### config.mk
export PLATFORM = sky130hd
export DESIGN_NAME = deserializer_stream
export DESIGN_NICKNAME = d
export VERILOG_FILES = /design/src/rtl/deserializer_stream.sv
export SDC_FILE = /design/constraint.sdc
export NUM_CORES = 1
export LEC_CHECK = 0
export CORE_MARGIN = 3
export CORE_UTILIZATION = 40
export DETAILED_ROUTE_END_ITERATION = 8
export GPL_TIMING_DRIVEN = 0
export MAX_ROUTING_LAYER = met4
export PLACE_DENSITY = 0.65
export SLEW_MARGIN = 0
export SYNTH_ARGS = -nofsm -noshare
export SYNTH_HDL_FRONTEND = slang
export SYNTH_SLANG_ARGS = --single-unit
### constraint.sdc
create_clock -name clk -period 2.87 [get_ports clk]
set_input_delay 0.574 -clock clk [delete_from_list [all_inputs] [get_ports clk]]
set_output_delay 0.574 -clock clk [all_outputs]
set_load 0.02 [all_outputs]
### src/rtl/deserializer_stream.sv
// Assembles NUM_WORDS words into one frame, with a valid/ready hold register, sticky overflow and flush.
// Optional inter-word timeout enabled by defining DESER_TIMEOUT_EN.
module deserializer_stream #(
  parameter int unsigned WIDTH          = 8,
  parameter int unsigned NUM_WORDS      = 4,
  parameter bit          LITTLE_ENDIAN  = 1'b1,
  parameter int unsigned TIMEOUT_CYCLES = 4340
) (
  input  logic                               clk,
  input  logic                               i_reset,
  input  logic [WIDTH-1:0]                   i_data,
  input  logic                               i_dv,
  input  logic                               i_endian_ovr,
  input  logic                               i_little_endian,
  input  logic                               i_flush,
  output logic [WIDTH*NUM_WORDS-1:0]         o_data,
  output logic                               o_dv,
  input  logic                               i_ready,
  output logic                               o_busy,
  output logic [$clog2(NUM_WORDS+1)-1:0]     o_word_count,
  output logic                               o_overflow,
  input  logic                               i_clear_overflow,
  output logic                               o_timeout
);

  localparam int unsigned CW = $clog2(NUM_WORDS + 1);
  localparam int unsigned FW = WIDTH * NUM_WORDS;

  typedef enum logic {IDLE, ASSEMBLE} state_e;

  state_e          state_q, state_d;
  logic [CW-1:0]   count_q, count_d;
  logic [FW-1:0]   asm_q, asm_d;
  logic [FW-1:0]   out_q, out_d;
  logic [FW-1:0]   frame;
  logic            endian_q, endian_d;
  logic            dv_q, dv_d;
  logic            ovf_q, ovf_d;
  logic            cur_le;
  logic            complete;
  logic            tmo_fire;
  int unsigned     pos;

`ifdef DESER_TIMEOUT_EN
  localparam int unsigned TW = $clog2(TIMEOUT_CYCLES + 1);

  logic [TW-1:0] idle_q, idle_d;
  logic          timeout_q;

  // An arriving word on the expiry cycle wins over the timeout.
  always_comb begin
    idle_d   = '0;
    tmo_fire = 1'b0;
    if (state_q == ASSEMBLE && !i_flush && !i_dv) begin
      if (idle_q == TW'(TIMEOUT_CYCLES - 1)) tmo_fire = 1'b1;
      else                                   idle_d   = idle_q + 1'b1;
    end
  end

  always_ff @(posedge clk or negedge i_reset) begin
    if (!i_reset) begin
      idle_q    <= '0;
      timeout_q <= 1'b0;
    end else begin
      idle_q    <= idle_d;
      timeout_q <= tmo_fire;
    end
  end

  assign o_timeout = timeout_q;
`else
  assign tmo_fire  = 1'b0;
  assign o_timeout = 1'b0;
`endif

  always_comb begin
    state_d  = state_q;
    count_d  = count_q;
    asm_d    = asm_q;
    endian_d = endian_q;
    out_d    = out_q;
    dv_d     = dv_q;
    ovf_d    = ovf_q;
    complete = 1'b0;

    // Endianness is taken live only for the first word, then frozen for the frame.
    cur_le = (state_q == IDLE) ? (i_endian_ovr ? i_little_endian : LITTLE_ENDIAN) : endian_q;
    pos    = cur_le ? 32'(count_q) : (NUM_WORDS - 1 - 32'(count_q));
    frame  = asm_q;
    frame[pos*WIDTH +: WIDTH] = i_data;

    if (i_flush || tmo_fire) begin
      count_d = '0;
      asm_d   = '0;
    end else if (i_dv) begin
      if (state_q == IDLE) endian_d = cur_le;
      if (count_q == CW'(NUM_WORDS - 1)) begin
        complete = 1'b1;
        count_d  = '0;
        asm_d    = '0;
      end else begin
        count_d = count_q + 1'b1;
        asm_d   = frame;
      end
    end

    if (complete && (!dv_q || i_ready)) begin
      out_d = frame;
      dv_d  = 1'b1;
    end else if (dv_q && i_ready) begin
      dv_d = 1'b0;
    end

    if (i_clear_overflow)                 ovf_d = 1'b0;
    if (complete && dv_q && !i_ready)     ovf_d = 1'b1;

    state_d = (count_d == '0) ? IDLE : ASSEMBLE;
  end

  always_ff @(posedge clk or negedge i_reset) begin
    if (!i_reset) begin
      state_q  <= IDLE;
      count_q  <= '0;
      asm_q    <= '0;
      endian_q <= LITTLE_ENDIAN;
      out_q    <= '0;
      dv_q     <= 1'b0;
      ovf_q    <= 1'b0;
    end else begin
      state_q  <= state_d;
      count_q  <= count_d;
      asm_q    <= asm_d;
      endian_q <= endian_d;
      out_q    <= out_d;
      dv_q     <= dv_d;
      ovf_q    <= ovf_d;
    end
  end

  assign o_data       = out_q;
  assign o_dv         = dv_q;
  assign o_busy       = (count_q != '0);
  assign o_word_count = count_q;
  assign o_overflow   = ovf_q;

endmodule

==> results.toml <==
[critical_path]
cp_max_fo = 10
required_ns = 3.09
rr_endpoint = "o_data[14]$_DFFE_PN0P_"
worstSetupPathType = "input pin to flop"
r2r-start = "endian_q$_DFFE_PN1P_"
worst_path_most_repeated_cell = "mux2i_1"
max_stage_delay_ns = 0.49
rr_worst_depth = 9
cp_slowest_cell = "clkdlybuf4s50_1"
cp-end-kind = "flop"
crit_chain = "clkdlybuf4s50_1 > or3b_4 > a21oi_4 > mux2i_1 > or2_4 > ha_4 > clkbuf_4 > nor2b_2 > mux2i_1 > o21ai_0"
arrival_ns = 2.99
rrSetupSlack_ns = 0.26
start_kind = "input pin"

[yosys]
yosysSeqAreaShare_pct = 53.1
syn_inst = 293
synth_ff_type = "dfrtp_1"
synth_edf_count = 0
synth_top_area_share_pct = 52.3
synth-seq-cells = 71
synth_cell_types = 44
synth_area_mm2 = 0.00335
yosysWarnings = 0
syn-num-nets = 313
async_reset_ff_share_pct = 100
yosysTopAreaCell = "dfrtp_1"
syn_area_per_cell_um2 = 11.4
synth_area_leaders = "dfrtp_1 (52%), mux2i_1 (10%), a22o_1 (8.4%)"

[floorplanning]
rows = 32
dieArea_mm2 = 0.00951
ios = 55
die_w_um = 97.5
core_area_mm2 = 0.00793
initial_core_util_pct = 42.3
die_y_um = 97.5

[placed_design]
dp_slack_ns = -1.06
place_hpwl_um = 5230
finalWeightedCongestion = 0.746
port-buffer-count = 53

[global_route]
grt-ovfl-total = 0
grt_util_met2_pct = 25.7
met3_usage_pct = 3.23
grt_pass1_vias = 2500
grtUsageTotal_pct = 17.5
grt_pass1_wl_um = 13000
antenna_found_initial = 0
grt.met1_usage_pct = 24.3
grt_max_degree = 72
top_usage_layer = "met2"

[detailed_routing]
routed_wl_um = 7720
drt_iter0_drc = 91
dr.pass1.iters = 4
vias = 2473
avgViaCountPerCell = 5.31
post_drt_wl_per_cell_um = 16.6
drc = 0
final_antenna_net_count = 0

[pwr]
max-vdd-ir-drop_mv = 0.264
power.density_mw_per_mm2 = 565
p_leak_uw = 0.00183

[cts]
cts_max_level = 3
clk_pin_slew_ns = 0.08
clockBufferDepth = 2
numCtsBuffers = 9
cts_sinks = 71
insertion_delay_ns = 0.35
cts_tree = "built"
root_buffer = "clkbuf_8"

[sta]
fin_ws_ns = 0.106
fin_crit_sh_pct = 96.3
slew_violations = 0
slew-limit-headroom_pct = 39.7
min_period_ns = 2.76
fin_worst_skew_ns = 0.00645
worst_pin_slew_ns = 0.904
timing.fmax_ghz = 0.362
setup_viol = 0
hold_viol_final = 0

[cells_and_area]
n_antenna_cell = 0
syn2layout_area_growth_pct = 28.7
layout-drive-gt1-share_pct = 14.0
fin_util_pct = 54.4
nNetsFinal = 379

[hold_path]
hp-class = "input pin to asynchronous set/reset pin"

[run_status]
outcome = "finished clean"

[flow_run]
max_cap_viol_count = 0
## through the flow
step	area [µm²]	cells	hold WS, ns	total power [µW]	TNS [ns]
3_3_place_gp	4010	448	0.463	1460	-128.48
3_5_place_dp	4010	448	0.470	1460	-47.50
6_report	4310	466	0.356	2430	0
4_1_cts	4290	465	0.383	2440	-0.0134
2_1_floorplan	3350	293	0.278	1320	0
5_1_grt	4310	466	0.422	2530	-0.00337
## area by class of cell
class                           count  area (µm²)
Clock buffer                       11         131
Inverter                            7        26.3
Multi-Input combinational cell    198        1490
Timing Repair Buffer               56         553
Tap cell                          102         128
Buffer                             16        98.8
Clock inverter                      5         106
Fill cell                         710        3620
Sequential cell                    71        1780
## cell usage after synthesis (2+ instances only)
cell type	instances
nor2_1	2
nor2b_1	10
nand4_1	2
and2_1	8
o21ai_0	33
clkbuf_1	9
a22o_1	32
buf_6	2
o21ai_4	3
o211ai_1	2
dfrtp_1	70
nand2_1	36
ha_1	4
buf_2	2
mux2i_1	35
inv_1	6
or2_2	2
nor4_1	2
nand2b_1	4
buf_4	4
a21oi_1	2
## critical path, delay by kind of cell
kind	cells	cell delay [ns]
and+or+nand+nor	3	0.76
buffers and inverters	2	0.72
adders and majority gates	1	0.37
muxes	2	0.32
AOI/OAI and AO/OA	2	0.24
## cell usage in the layout, fill, tap and decap left out, drive strengths merged, types with 4 or more instances in the layout
master         count
buf               12
clkbuf            19
inv                7
nor2b             10
clkdlybuf4s50     51
ha                 4
dfrtp             70
a22o              32
nand2b             4
o21ai             37
and2               8
nand2             36
mux2i             35
## where the power goes
group | total (µW) | internal (µW) | leakage (µW) | switching [µW]
Sequential | 1050 | 1030 | 0.000984 | 22.7
Combinational | 417 | 183 | 0.000730 | 235
Clock | 963 | 580 | 0.000114 | 383
## per-layer routing
metal | wire [µm] | share of wire, %
met3 | 290 | 3.8
met5 | 0 | 0
met2 | 3560 | 46
met4 | 99 | 1.3
met1 | 3770 | 49
## worst max path at each step
| stage | start | to | slack [ns] | cells after the start |
|---|---|---|---|---|
| CTS | i_endian_ovr | o_data[14]$_DFFE_PN0P_ | -0.01 | 10 |
| global placement | i_reset | o_word_count[2]$_DFF_PN0_ | -1.18 | 1 |
| detailed placement | i_endian_ovr | o_data[14]$_DFFE_PN0P_ | -1.06 | 11 |
| finish | i_endian_ovr | o_data[14]$_DFFE_PN0P_ | 0.11 | 10 |
| global route | i_endian_ovr | o_data[6]$_DFFE_PN0P_ | -0.003 | 13 |
| floorplan | i_little_endian | asm_q[30]$_DFFE_PN0P_ | 0.07 | 9 |
## timing repair
item / 4_1_cts / 5_1_grt
resized for setup: 10 / 5
endpoints found under the setup margin: 64 / 49
gates cloned: 1 / 0
hold buffers: 0 / 0
setup buffers: 1 / 1
pin swaps: 3 / 1
## kinds of logic after synthesis
family	synth area share (%)
DFF	53.1
AOI/OAI and AO/OA	17.4
xor gates and xnor gates	0.523
and+or+nand+nor	13.2
adders and majority gates	1.49
muxes	10.5
buffers and inverters	3.66
other	0.112
## flip-flops by register name (all words and copies together), names as in the netlist
name	count
o_word_count	3
asm_q	32
o_dv	1
o_overflow	1
endian_q	1
o_data	32
state_q	1
(Power assumes the default switching activity.)
